==> src/rtl/pwm_audio_out.sv <==
// pwm_audio_out: converts the unsigned 8-bit audio stream from the distortion
// stage into a single-bit PWM waveform for the board's low-pass filter.
// One sample is buffered and moved into the duty register only at the end of
// a PWM period, so every output period has a single, stable duty value.
// Underrun (period ended with nothing buffered) and overrun (buffered sample
// overwritten before use) are reported as sticky flags.
module pwm_audio_out #(
    parameter int unsigned CLK_DIV   = 1,
    parameter logic [7:0]  IDLE_DUTY = 8'h80
) (
    input  logic       clk,
    input  logic       rst_n,
    input  logic [7:0] sample_in,
    input  logic       sample_valid,
    output logic       sample_ready,
    input  logic       enable,
    input  logic       clear_flags,
    output logic       pwm_out,
    output logic       period_start,
    output logic       underrun,
    output logic       overrun
);

    // Prescaler needs at least one bit even when it never leaves zero.
    localparam int unsigned      PRE_W    = (CLK_DIV > 1) ? $clog2(CLK_DIV) : 1;
    localparam logic [PRE_W-1:0] PRE_LAST = PRE_W'(CLK_DIV - 1);

    // State registers
    logic [PRE_W-1:0] prescaler_r;
    logic [7:0]       pwm_cnt_r;
    logic [7:0]       duty_r;
    logic [7:0]       pending_r;
    logic             pending_full_r;
    logic             pwm_out_r;
    logic             period_start_r;
    logic             underrun_r;
    logic             overrun_r;

    // Next-state and event signals
    logic             tick_s;
    logic             boundary_s;
    logic [PRE_W-1:0] prescaler_nxt_s;
    logic [7:0]       pwm_cnt_nxt_s;
    logic [7:0]       duty_nxt_s;
    logic [7:0]       pending_nxt_s;
    logic             pending_full_nxt_s;
    logic             pwm_out_nxt_s;
    logic             set_underrun_s;
    logic             set_overrun_s;
    logic             underrun_nxt_s;
    logic             overrun_nxt_s;

    // Timebase: prescaler tick and end-of-period detection, next counter values.
    always_comb begin
        tick_s          = (prescaler_r == PRE_LAST);
        boundary_s      = tick_s && (pwm_cnt_r == 8'hFF);
        prescaler_nxt_s = prescaler_r;
        pwm_cnt_nxt_s   = pwm_cnt_r;
        if (tick_s) begin
            prescaler_nxt_s = '0;
            pwm_cnt_nxt_s   = pwm_cnt_r + 8'd1;
        end else begin
            prescaler_nxt_s = prescaler_r + PRE_W'(1'b1);
            pwm_cnt_nxt_s   = pwm_cnt_r;
        end
    end

    // Sample buffering: capture into pending, hand pending over to duty at the boundary.
    always_comb begin
        pending_nxt_s      = pending_r;
        pending_full_nxt_s = pending_full_r;
        duty_nxt_s         = duty_r;
        // A new sample always lands in pending; latest sample wins.
        if (sample_valid) begin
            pending_nxt_s      = sample_in;
            pending_full_nxt_s = 1'b1;
        end else if (boundary_s) begin
            pending_full_nxt_s = 1'b0;
        end else begin
            pending_full_nxt_s = pending_full_r;
        end
        // With nothing buffered the previous duty is held for another period.
        if (boundary_s && pending_full_r) begin
            duty_nxt_s = pending_r;
        end else begin
            duty_nxt_s = duty_r;
        end
    end

    // Sticky status flags: a set event in the same cycle beats clear_flags.
    always_comb begin
        set_underrun_s = boundary_s && !pending_full_r;
        // At a boundary the old pending moves to duty, so nothing is lost.
        set_overrun_s  = sample_valid && pending_full_r && !boundary_s;
        underrun_nxt_s = underrun_r;
        overrun_nxt_s  = overrun_r;
        if (set_underrun_s) begin
            underrun_nxt_s = 1'b1;
        end else if (clear_flags) begin
            underrun_nxt_s = 1'b0;
        end else begin
            underrun_nxt_s = underrun_r;
        end
        if (set_overrun_s) begin
            overrun_nxt_s = 1'b1;
        end else if (clear_flags) begin
            overrun_nxt_s = 1'b0;
        end else begin
            overrun_nxt_s = overrun_r;
        end
    end

    // PWM comparator; enable only gates the output, never the timebase.
    always_comb begin
        pwm_out_nxt_s = 1'b0;
        if (enable) begin
            pwm_out_nxt_s = (pwm_cnt_r < duty_r);
        end else begin
            pwm_out_nxt_s = 1'b0;
        end
    end

    // State update with synchronous active-low reset taking priority.
    always_ff @(posedge clk) begin
        if (!rst_n) begin
            prescaler_r    <= '0;
            pwm_cnt_r      <= 8'h00;
            duty_r         <= IDLE_DUTY;
            pending_r      <= 8'h00;
            pending_full_r <= 1'b0;
            pwm_out_r      <= 1'b0;
            period_start_r <= 1'b0;
            underrun_r     <= 1'b0;
            overrun_r      <= 1'b0;
        end else begin
            prescaler_r    <= prescaler_nxt_s;
            pwm_cnt_r      <= pwm_cnt_nxt_s;
            duty_r         <= duty_nxt_s;
            pending_r      <= pending_nxt_s;
            pending_full_r <= pending_full_nxt_s;
            pwm_out_r      <= pwm_out_nxt_s;
            period_start_r <= boundary_s;
            underrun_r     <= underrun_nxt_s;
            overrun_r      <= overrun_nxt_s;
        end
    end

    assign sample_ready = !pending_full_r;
    assign pwm_out      = pwm_out_r;
    assign period_start = period_start_r;
    assign underrun     = underrun_r;
    assign overrun      = overrun_r;

endmodule
==> config.mk <==
export PLATFORM = sky130hd
export DESIGN_NAME = pwm_audio_out
export DESIGN_NICKNAME = d
export VERILOG_FILES = /design/src/rtl/pwm_audio_out.sv
export SDC_FILE = /design/constraint.sdc
export NUM_CORES = 1
export LEC_CHECK = 0
export CAP_MARGIN = 5
export CORE_AREA = 2 2 61 63
export DETAILED_ROUTE_END_ITERATION = 10
export DIE_AREA = 0 0 63 65
export GPL_ROUTABILITY_DRIVEN = 0
export HOLD_SLACK_MARGIN = 0.06
export PLACE_DENSITY = 0.61
export SETUP_SLACK_MARGIN = 0.05
export SYNTH_ARGS = -nofsm -noshare
export SYNTH_HDL_FRONTEND = slang
export SYNTH_SLANG_ARGS = --single-unit
==> constraint.sdc <==
create_clock -name clk -period 2.3 [get_ports clk]
set_input_delay 0.575 -clock clk [delete_from_list [all_inputs] [get_ports clk]]
set_output_delay 0.575 -clock clk [all_outputs]
set_load 0.02 [all_outputs]
# Word-level counts from Yosys, hierarchy flattened
# Index checks and enable logic that the tools add are counted.
[op_classes]
eq_ne = 1
order_cmp = 1
add_sub_neg = 2
n_bitwise = 1
reduce_logical = 12
mux = 5
[ops]
columns = ["cell", "n"]
rows = [
  ["8-bit by 1-bit adder with 8-bit output, second input constant", 1],
  ["8-bit equality test, second input constant", 1],
  ["8-bit < comparator", 1],
  ["2-bit nonzero test", 3],
  ["1-bit logical AND", 5],
  ["1-bit two-way mux", 5],
  ["2-bit AND reduction", 2],
  ["1-bit logical NOT", 2],
  ["1-bit adder, second input constant", 1],
  ["1-bit NOT", 1],
]
[word_totals]
out_inout_bits = 5
register_bits = 30
inputBits = 13

# Longest topological paths before layout
# Gate-level depths: netlist of run 1.
[logic_depth]
word_depth = 5
ltp_mapped = 5
ltp_nobuf = 5

# Worst setup path after synthesis of run 1
# No wires, ideal clock.
[synth_path]
kind = "reg2reg"
startpoint = "reg pwm_cnt_r[0]"
endpoint = "reg duty_r[0]"
slack_ns = 0.790
arrival_time_ns = 1.438
required_time_ns = 2.228
stages_incl_launch_ff = 5
path_buffers = 0
cell_sequence = "dfxtp_1 ha_1 nand3b_4 nor4_4 mux2i_1"
[synth_between]
elab_chain_cells = 3
[synth_lines]
columns = ["item", "line_no", "text"]
rows = [
  ["start, declared", "30", "logic [7:0] pwm_cnt_r;"],
  ["start signal, assigned", "137", "pwm_cnt_r <= pwm_cnt_nxt_s;"],
  ["8-bit equality test", "56", "boundary_s = tick_s && (pwm_cnt_r == 8'hFF);"],
  ["1-bit logical AND", "56", ""],
  ["1-bit logical AND", "83", "if (boundary_s && pending_full_r) begin"],
  ["end signal, assigned", "138", "duty_r <= duty_nxt_s;"],
  ["end, declared", "31", "logic [7:0] duty_r;"],
]
# Every way passes these cells.
# A chain may end at the register's enable or synchronous reset.

# Worst setup path in the final report of run 1
[layout_path]
startpoint = "reg pending_full_r"
endpoint = "out sample_ready"
[layout_between]
elab_chain_cells = 1
[layout_lines]
columns = ["item", "line_no", "text"]
rows = [
  ["start, declared", "33", "logic pending_full_r;"],
  ["start signal, assigned", "140", "pending_full_r <= pending_full_nxt_s;"],
  ["1-bit logical NOT", "148", "assign sample_ready = !pending_full_r;"],
  ["end, declared", "15", "output logic sample_ready,"],
]
# Every way passes these cells.

==> flow_metrics.env, run 1 <==
export IMPL_critPathLaunchType="register"
export IMPL_grt_pass1_wl_um=4260
export IMPL_clock_fmax_ghz=0.511
export IMPL_power_density_nw_per_um2=585
export IMPL_fin_crit_ns=1.96
export IMPL_rsz0062_at_grt="no"
export IMPL_cts_made_buffers=5
export IMPL_drt_wl_total_um=2340
export IMPL_netlist_area_um2=1340
export IMPL_final_setup_viol_count=0
export IMPL_hpwlAfterDp_um=1760
export IMPL_synth_seq_area_share_pct=44.7
export IMPL_ctsHoldBuffers=0
export IMPL_port_buffers=17
export IMPL_syn_nets=162
export IMPL_synth_top_area_share_pct=44.7
export IMPL_dieHeight_um=65
export IMPL_ys_types=29
export IMPL_cp_max_fo=3
export IMPL_whs_path_depth=2
export IMPL_postRouteAntennaNets=0
export IMPL_finalNetCount=182
export IMPL_cts_setup_buffers=0
export IMPL_cts_root_buf="clkbuf_4"
export IMPL_drt_first_pass_iters=4
export IMPL_path_clk_slew_ns=0.09
export IMPL_area_growth_pct=20.8
export IMPL_grt_pass1_vias=1016
export IMPL_viasPerCell=4.81
export IMPL_n_antenna_cell=0
export IMPL_timing_final_ws_setup_ns=0.345
export IMPL_status="complete, no violations"
export IMPL_die_x_um=63
export IMPL_avgRoutedWirePerCell_um=11.1
export IMPL_layout_commonest_cell="dfxtp_1"
export IMPL_cap_violations=0
export IMPL_synth_top_area_cell="dfxtp_1"
export IMPL_r2r_cells=4
export IMPL_via_count=1011
export IMPL_drv_slew=0
export IMPL_final_setup_tns_ns=0
export IMPL_worst_setup_path_type="register to output pin"
export IMPL_relSlewSlack_pct=52.6
export IMPL_synth_area_leaders="dfxtp_1, mux2i_1, ha_1"
export IMPL_coreArea_um2=3500
export IMPL_preCtsSetupSlack_ns=0.451
export IMPL_worst_pin_slew_ns=0.706
export IMPL_fin_skew_ns=0.0108
export IMPL_ys_warn_count=0
export IMPL_netlist_instances=141
export IMPL_ys_ff_latch=30
export IMPL_grt_usage_pct=13.4
export IMPL_num_rows=22
export IMPL_crit_required_ns=1.73
export IMPL_cts_sinks=30
export IMPL_clk_path_buf_depth=2
export IMPL_ir_drop_v=0.000269
export IMPL_endpoint_kind="output pin"
export IMPL_cts_resized=0
export IMPL_timing_final_crit_share_pct=85.0
export IMPL_drt_iter0_markers=34
export IMPL_drive_gt1_share_pct=7.41
export IMPL_path_depth=2
export IMPL_cp_num_buf_inv=2
export IMPL_final_cell_mix="dfxtp_1, nand2_1, mux2i_1, clkdlybuf4s50_1, nor2_1"
export IMPL_crit_chain="clkinv_1, clkdlybuf4s50_1"
export IMPL_ios=18
export IMPL_synth_area_per_cell_um2=9.53
export IMPL_cts_max_level=2
export IMPL_critPathMaxStageDelay_ns=0.56
export IMPL_hold_worst_slack_ns=0.460
export IMPL_grt_overflow_total=0
export IMPL_start_util_pct=38.4
export IMPL_dieArea_um2=4100
export IMPL_crit_path_top_delay_cell="clkdlybuf4s50_1"
export IMPL_cts_tree="built"
export IMPL_final_hold_viol_count=0
export IMPL_crit_arrival_ns=1.38
export IMPL_route_detailed_drc=0
export IMPL_grt_max_degree=23
export IMPL_p_leak_nw=0.640
export IMPL_antenna_found_initial=0
export IMPL_worstHoldPathType="register to register"
export IMPL_path_delay_family="buffers and inverters"
export IMPL_fill_cells=371
export IMPL_insertion_delay_ns=0.33
## synthesized netlist by cell type (all sizes together)
| cell type | n |
|---|---|
| o211ai | 2 |
| a2111o | 1 |
| nand3b | 2 |
| nor2b | 1 |
| nand2 | 18 |
| xnor2 | 1 |
| and3b | 1 |
| nand3 | 1 |
| nand4b | 2 |
| nor4 | 2 |
| nor2 | 15 |
| nor3 | 2 |
| mux2i | 17 |
| o21ai | 2 |
| a21oi | 7 |
| conb | 1 |
| xor2 | 3 |
| inv | 10 |
| ha | 8 |
| dfxtp | 30 |
| or3 | 2 |
| o31ai | 3 |
| or4 | 2 |
| clkbuf | 5 |
| nand2b | 2 |
| clkinv | 1 |
## final cells by class
type,count,area [um^2],area share (%)
inverters,11,41.3,2.54
well taps,48,60.1,3.70
repair buffers,18,178,10.9
flip-flops and latches,30,601,37.0
multi-input cells,95,683,42.1
clock inverters,1,5.00,0.308
clock buffers,7,55.1,3.39
## worst reg2reg max path: cells and delay by family, from the launching register on
family	cells	cell delay (ns)
DFF	1	0.39
muxes	1	0.26
adders and majority gates	1	0.24
and+or+nand+nor	2	0.76
## power breakdown
| part | internal (W) | total (W) | switching [W] |
|---|---|---|---|
| clock network | 0.000148 | 0.000322 | 0.000174 |
| registers | 0.000535 | 0.000547 | 0.0000114 |
| logic | 0.0000455 | 0.0000815 | 0.0000360 |
| total | 0.000729 | 0.000950 | 0.000221 |
## sequential cells by signal (all words and copies together), names as in the netlist
signal / count
period_start: 1
pending_full_r: 1
overrun: 1
pwm_cnt_r: 8
pwm_out: 1
prescaler_r: 1
duty_r: 8
pending_r: 8
underrun: 1
## final timing paths
kind | startpoint | end | slack (ns)
worst min register to register | duty_r[4] | duty_r[4] | 0.46
worst max register to register | pwm_cnt_r[0] | duty_r[3] | 0.59
worst max-delay path | pending_full_r | sample_ready | 0.34
worst min-delay path | duty_r[4] | duty_r[4] | 0.46
## metal layers
metal	share of wire, %	global-route usage [%]	vias to the layer above
met1	47	14.7	460
met3	6.0	4.34	8
met4	2.5	6.67	0
met2	45	23.4	25
li1	-	-	518
met5	0	0	-
## kinds of logic after synthesis
group	after synthesis	share of synthesized area [%]
DFF	30	44.7
other	1	0.279
buffers and inverters	16	4.47
xor gates and xnor gates	4	2.61
adders and majority gates	8	7.45
and+or+nand+nor	50	20.9
AOI/OAI and AO/OA	15	6.98
muxes	17	12.7
## metrics by stage
step	area [um^2]	std cells	total power [W]	util, %
finish	1620	210	0.000950	46.4
global route	1620	210	0.000996	46.4
CTS	1620	210	0.000963	46.4
detailed placement	1560	202	0.000641	44.7
global placement	1560	202	0.000639	44.7
floorplan	1340	141	0.000605	-
No activity file was read; power rests on OpenSTA's default activity.
==> run 2: changes to the inputs <==
- CTS_BUF_LIST: default -> sky130_fd_sc_hd__clkbuf_8
==> run 2 against run 1 <==
  * Clock power is 32% higher
  * Worst hold slack worse by 0.0041 ns
  * Maximum frequency is 3.1% higher
  * Critical path depth stayed put
  * Core utilization is 0.89 points higher
  * Total power is 11% higher
  * Sequential share of layout area is 0.70 points lower
  * First-iteration DRC count is 2.9% lower
  * Largest power group unchanged
==> flow_metrics.env, run 2 (synthesis results as in run 1) <==
export IMPL_final_hold_viol_count=0
export IMPL_postRouteAntennaNets=0
export IMPL_cts_made_buffers=5
export IMPL_worstHoldPathType="register to register"
export IMPL_fin_skew_ns=0.00783
export IMPL_ctsHoldBuffers=0
export IMPL_worst_setup_path_type="register to output pin"
export IMPL_cts_max_level=2
export IMPL_crit_required_ns=1.73
export IMPL_port_buffers=17
export IMPL_power_density_nw_per_um2=637
export IMPL_cts_setup_buffers=0
export IMPL_crit_chain="clkinv_1, clkdlybuf4s50_1"
export IMPL_drt_first_pass_iters=4
export IMPL_total_power_w=0.00105
export IMPL_fin_area_um2=1650
export IMPL_viasPerCell=4.80
export IMPL_n_antenna_cell=0
export IMPL_num_rows=22
export IMPL_status="complete, no violations"
export IMPL_final_cell_mix="dfxtp_1, nand2_1, mux2i_1, clkdlybuf4s50_1, nor2_1"
export IMPL_drt_wl_total_um=2330
export IMPL_insertion_delay_ns=0.28
export IMPL_worst_pin_slew_ns=0.703
export IMPL_dieHeight_um=65
export IMPL_drt_iter0_markers=33
export IMPL_critPathLaunchType="register"
export IMPL_coreArea_um2=3500
export IMPL_hold_worst_slack_ns=0.456
export IMPL_hpwlAfterDp_um=1760
export IMPL_cts_resized=0
export IMPL_cts_tree="built"
export IMPL_grt_max_degree=23
export IMPL_cp_max_fo=3
export IMPL_crit_arrival_ns=1.32
export IMPL_placed_cell_area_um2=1560
export IMPL_grt_pass1_wl_um=4240
export IMPL_crit_path_top_delay_cell="clkdlybuf4s50_1"
export IMPL_finalNetCount=182
export IMPL_critPathMaxStageDelay_ns=0.56
export IMPL_route_detailed_drc=0
export IMPL_antenna_found_initial=0
export IMPL_clock_fmax_ghz=0.527
export IMPL_grt_overflow_total=0
export IMPL_ios=18
export IMPL_dieArea_um2=4100
export IMPL_timing_final_crit_share_pct=82.5
export IMPL_start_util_pct=38.4
export IMPL_path_clk_slew_ns=0.06
export IMPL_grt_usage_pct=13.4
export IMPL_clk_path_buf_depth=2
export IMPL_finalCoreUtilization_pct=47.3
export IMPL_ir_drop_v=0.000347
export IMPL_fin_crit_ns=1.90
export IMPL_area_growth_pct=23.1
export IMPL_reg_top3="duty_r: 8 flops, pending_r: 8 flops, pwm_cnt_r: 8 flops"
export IMPL_drv_slew=0
export IMPL_cts_sinks=30
export IMPL_endpoint_kind="output pin"
export IMPL_rsz0062_at_grt="no"
export IMPL_layout_commonest_cell="dfxtp_1"
export IMPL_p_leak_nw=0.657
export IMPL_avgRoutedWirePerCell_um=11.1
export IMPL_via_count=1007
export IMPL_cap_violations=0
export IMPL_die_x_um=63
export IMPL_relSlewSlack_pct=52.8
export IMPL_grt_pass1_vias=1005
export IMPL_cts_root_buf="clkbuf_8"
export IMPL_drive_gt1_share_pct=7.41
export IMPL_final_setup_tns_ns=0
export IMPL_final_setup_viol_count=0
[run 2: cell types whose count changed in the layout (fill, tap and decap cells not counted)]
cell / before / now
inv_1: 10 / 11
clkbuf_4: 5 / 0
clkbuf_8: 1 / 6
clkbuf_1: 1 / 0
[run 2: stage by stage]
step	cells	setup slack (ns)
floorplan	141	0.790
global placement	202	0.490
detailed placement	202	0.451
CTS	210	0.389
global route	210	0.367
finish	210	0.403
[run 2: power by group]
group | internal (W) | total (W) | leakage, nW | switching [W]
registers | 0.000536 | 0.000548 | 0.245 | 0.0000115
logic | 0.0000455 | 0.0000818 | 0.360 | 0.0000362
clock network | 0.000236 | 0.000424 | 0.0524 | 0.000188
total | 0.000818 | 0.00105 | 0.657 | 0.000236
[run 2: final timing paths]
check / endpoint / cells past startpoint / from / slack, ns
worst max-delay path: sample_ready / 2 / pending_full_r / 0.40
worst min-delay path: duty_r[4] / 2 / duty_r[4] / 0.46
worst max register to register: duty_r[3] / 4 / pwm_cnt_r[0] / 0.60
worst min register to register: duty_r[4] / 2 / duty_r[4] / 0.46
[run 2: cell type report]
type	count	area, um^2
clock buffer	6	82.6
clock inverter	2	8.76
fill	368	1840
inverter	11	41.3
multi-input combinational	95	683
sequential	30	601
tap	48	60.1
timing repair buffer	18	178
[run 2: critical path, delay by kind of cell (launching register included)]
kind / cells / cell delay, ns
buf+inv: 2 / 0.69
flops: 1 / 0.35
[run 2: layer usage]
| layer | GRT usage (%) | share of wire, % | up-vias |
|---|---|---|---|
| met3 | 3.82 | 5.7 | 3 |
| met2 | 23.4 | 45 | 23 |
| met5 | 0 | 0 | - |
| met1 | 14.8 | 48 | 464 |
| li1 | - | - | 517 |
| met4 | 6.67 | 1.2 | 0 |
==> run 3: changes to the inputs <==
- PLACE_DENSITY: 0.61 -> 0.64
- clock period: 2.3 -> 1.6 ns (I/O delays scaled with it)
==> run 3 against run 2 <==
  * Flip-flop and latch count is the same
  * Cell count grew 2.4%
  * Core utilization grew 1.7 points
  * Critical endpoint unchanged
  * Largest power group unchanged
==> flow_metrics.env, run 3 (synthesis results as in run 1) <==
export IMPL_status="complete, no violations"
export IMPL_clk_path_buf_depth=2
export IMPL_cap_violations=0
export IMPL_final_hold_viol_count=0
export IMPL_p_leak_nw=0.701
export IMPL_worstHoldPathType="register to register"
export IMPL_whs_path_depth=2
export IMPL_reg_top3="duty_r: 8 flops, pending_r: 8 flops, pwm_cnt_r: 8 flops"
export IMPL_timing_final_crit_share_pct=91.4
export IMPL_switchingPower_w=0.000350
export IMPL_grt_max_degree=17
export IMPL_hpwlAfterDp_um=1880
export IMPL_dieArea_um2=4100
export IMPL_crit_required_ns=1.20
export IMPL_cp_max_fo=3
export IMPL_antenna_found_initial=0
export IMPL_area_growth_pct=27.6
export IMPL_internal_power_w=0.00118
export IMPL_finalNetCount=187
export IMPL_fin_crit_ns=1.46
export IMPL_die_x_um=63
export IMPL_r2r_end="duty_r[2]"
export IMPL_drt_wl_total_um=2430
export IMPL_cts_max_level=2
export IMPL_cts_root_buf="clkbuf_8"
export IMPL_worst_setup_path_type="register to output pin"
export IMPL_p_sw_share_pct=22.9
export IMPL_cts_made_buffers=5
export IMPL_drv_slew=0
export IMPL_reg2reg_from="pwm_cnt_r[1]"
export IMPL_grt_usage_pct=14.1
export IMPL_viasPerCell=4.73
export IMPL_power_frac_seq_pct=51.7
export IMPL_postRouteAntennaNets=0
export IMPL_whs_endpoint="duty_r[4]"
export IMPL_num_rows=22
export IMPL_via_count=1016
export IMPL_grt_pass1_vias=1013
export IMPL_drive_gt1_share_pct=12.0
export IMPL_drt_iter0_markers=35
export IMPL_r2r_cells=5
export IMPL_power_density_nw_per_um2=893
export IMPL_hold_worst_slack_ns=0.463
export IMPL_cts_setup_buffers=0
export IMPL_p_clk_share_pct=40.3
export IMPL_endpoint_kind="output pin"
export IMPL_comb_power_share_pct=8.0
export IMPL_final_setup_tns_ns=0
export IMPL_crit_arrival_ns=1.06
export IMPL_cts_sinks=30
export IMPL_rsz0062_at_grt="no"
export IMPL_fin_skew_ns=0.00528
export IMPL_layout_commonest_cell="dfxtp_1"
export IMPL_n_antenna_cell=0
export IMPL_cts_tree="built"
export IMPL_r2r_setup_slack_ns=0.16
export IMPL_coreArea_um2=3500
export IMPL_route_detailed_drc=0
export IMPL_path_clk_slew_ns=0.06
export IMPL_dieHeight_um=65
export IMPL_grt_pass1_wl_um=4320
export IMPL_port_buffers=17
export IMPL_grt_overflow_total=0
export IMPL_worstHoldStart="duty_r[4]"
export IMPL_final_setup_viol_count=0
export IMPL_ir_drop_v=0.000503
export IMPL_ios=18
export IMPL_clock_fmax_ghz=0.684
export IMPL_drt_first_pass_iters=4
export IMPL_critPathLaunchType="register"
export IMPL_avgRoutedWirePerCell_um=11.3
export IMPL_final_cell_mix="dfxtp_1, nand2_1, mux2i_1"
export IMPL_start_util_pct=38.4
export IMPL_insertion_delay_ns=0.28
[run 3: cell type report]
cell class / instances / area (um^2)
Multi-Input combinational cell: 95 / 696
Tap cell: 48 / 60.1
Timing Repair Buffer: 23 / 223
Sequential cell: 30 / 603
Clock inverter: 2 / 8.76
Fill cell: 362 / 1780
Inverter: 11 / 41.3
Clock buffer: 6 / 82.6
[run 3: power by group through the flow]
| stage | Clock [W] | Combinational [W] | Sequential (W) |
|---|---|---|---|
| after global routing | 0.000689 | 0.000136 | 0.000793 |
| after floorplan | 0 | 0.0000664 | 0.000803 |
| final | 0.000617 | 0.000123 | 0.000791 |
| after global placement | 0 | 0.000120 | 0.000804 |
| after CTS | 0.000641 | 0.000122 | 0.000788 |
| after detailed placement | 0 | 0.000124 | 0.000805 |
[run 3: what timing repair did]
action,in CTS,in global routing
resized for setup,5,5
endpoints found under the setup margin,5,9
pin swaps,0,2
hold buffers,0,0
[run 3: stage by stage]
stage,setup WS (ns),instance area (um^2),cells,util [%],total power [W]
CTS,0.0716,1700,215,48.6,0.00155
global route,0.0510,1710,215,49.0,0.00162
finish,0.137,1710,215,49.0,0.00153
floorplan,0.0901,1340,141,-,0.000870
detailed placement,0.0873,1610,207,46.1,0.000929
global placement,0.0956,1610,207,46.1,0.000924
[run 3: worst max-delay path by stage]
stage               cells past startpoint  slack, ns           end            from
floorplan                               4       0.09     duty_r[0]    pwm_cnt_r[0]
global placement                        5        0.1       pwm_out           rst_n
detailed placement                      5       0.09       pwm_out           rst_n
CTS                                     2       0.07  sample_ready  pending_full_r
global route                            5       0.05     duty_r[2]    pwm_cnt_r[1]
finish                                  2       0.14  sample_ready  pending_full_r
[run 3: metal layers]
metal	GRT usage, %	vias to the layer above	wire [um]
met3	6.94	3	137
met5	0	-	0
met2	23.0	20	1160
li1	-	528	-
met1	14.9	465	1080
met4	7.50	0	52
[run 3: worst max-delay path, stage by stage, from the launching register on]
cell	delay (ns)
dfxtp_1	0.35
clkinv_1	0.12
clkdlybuf4s15_1	0.30
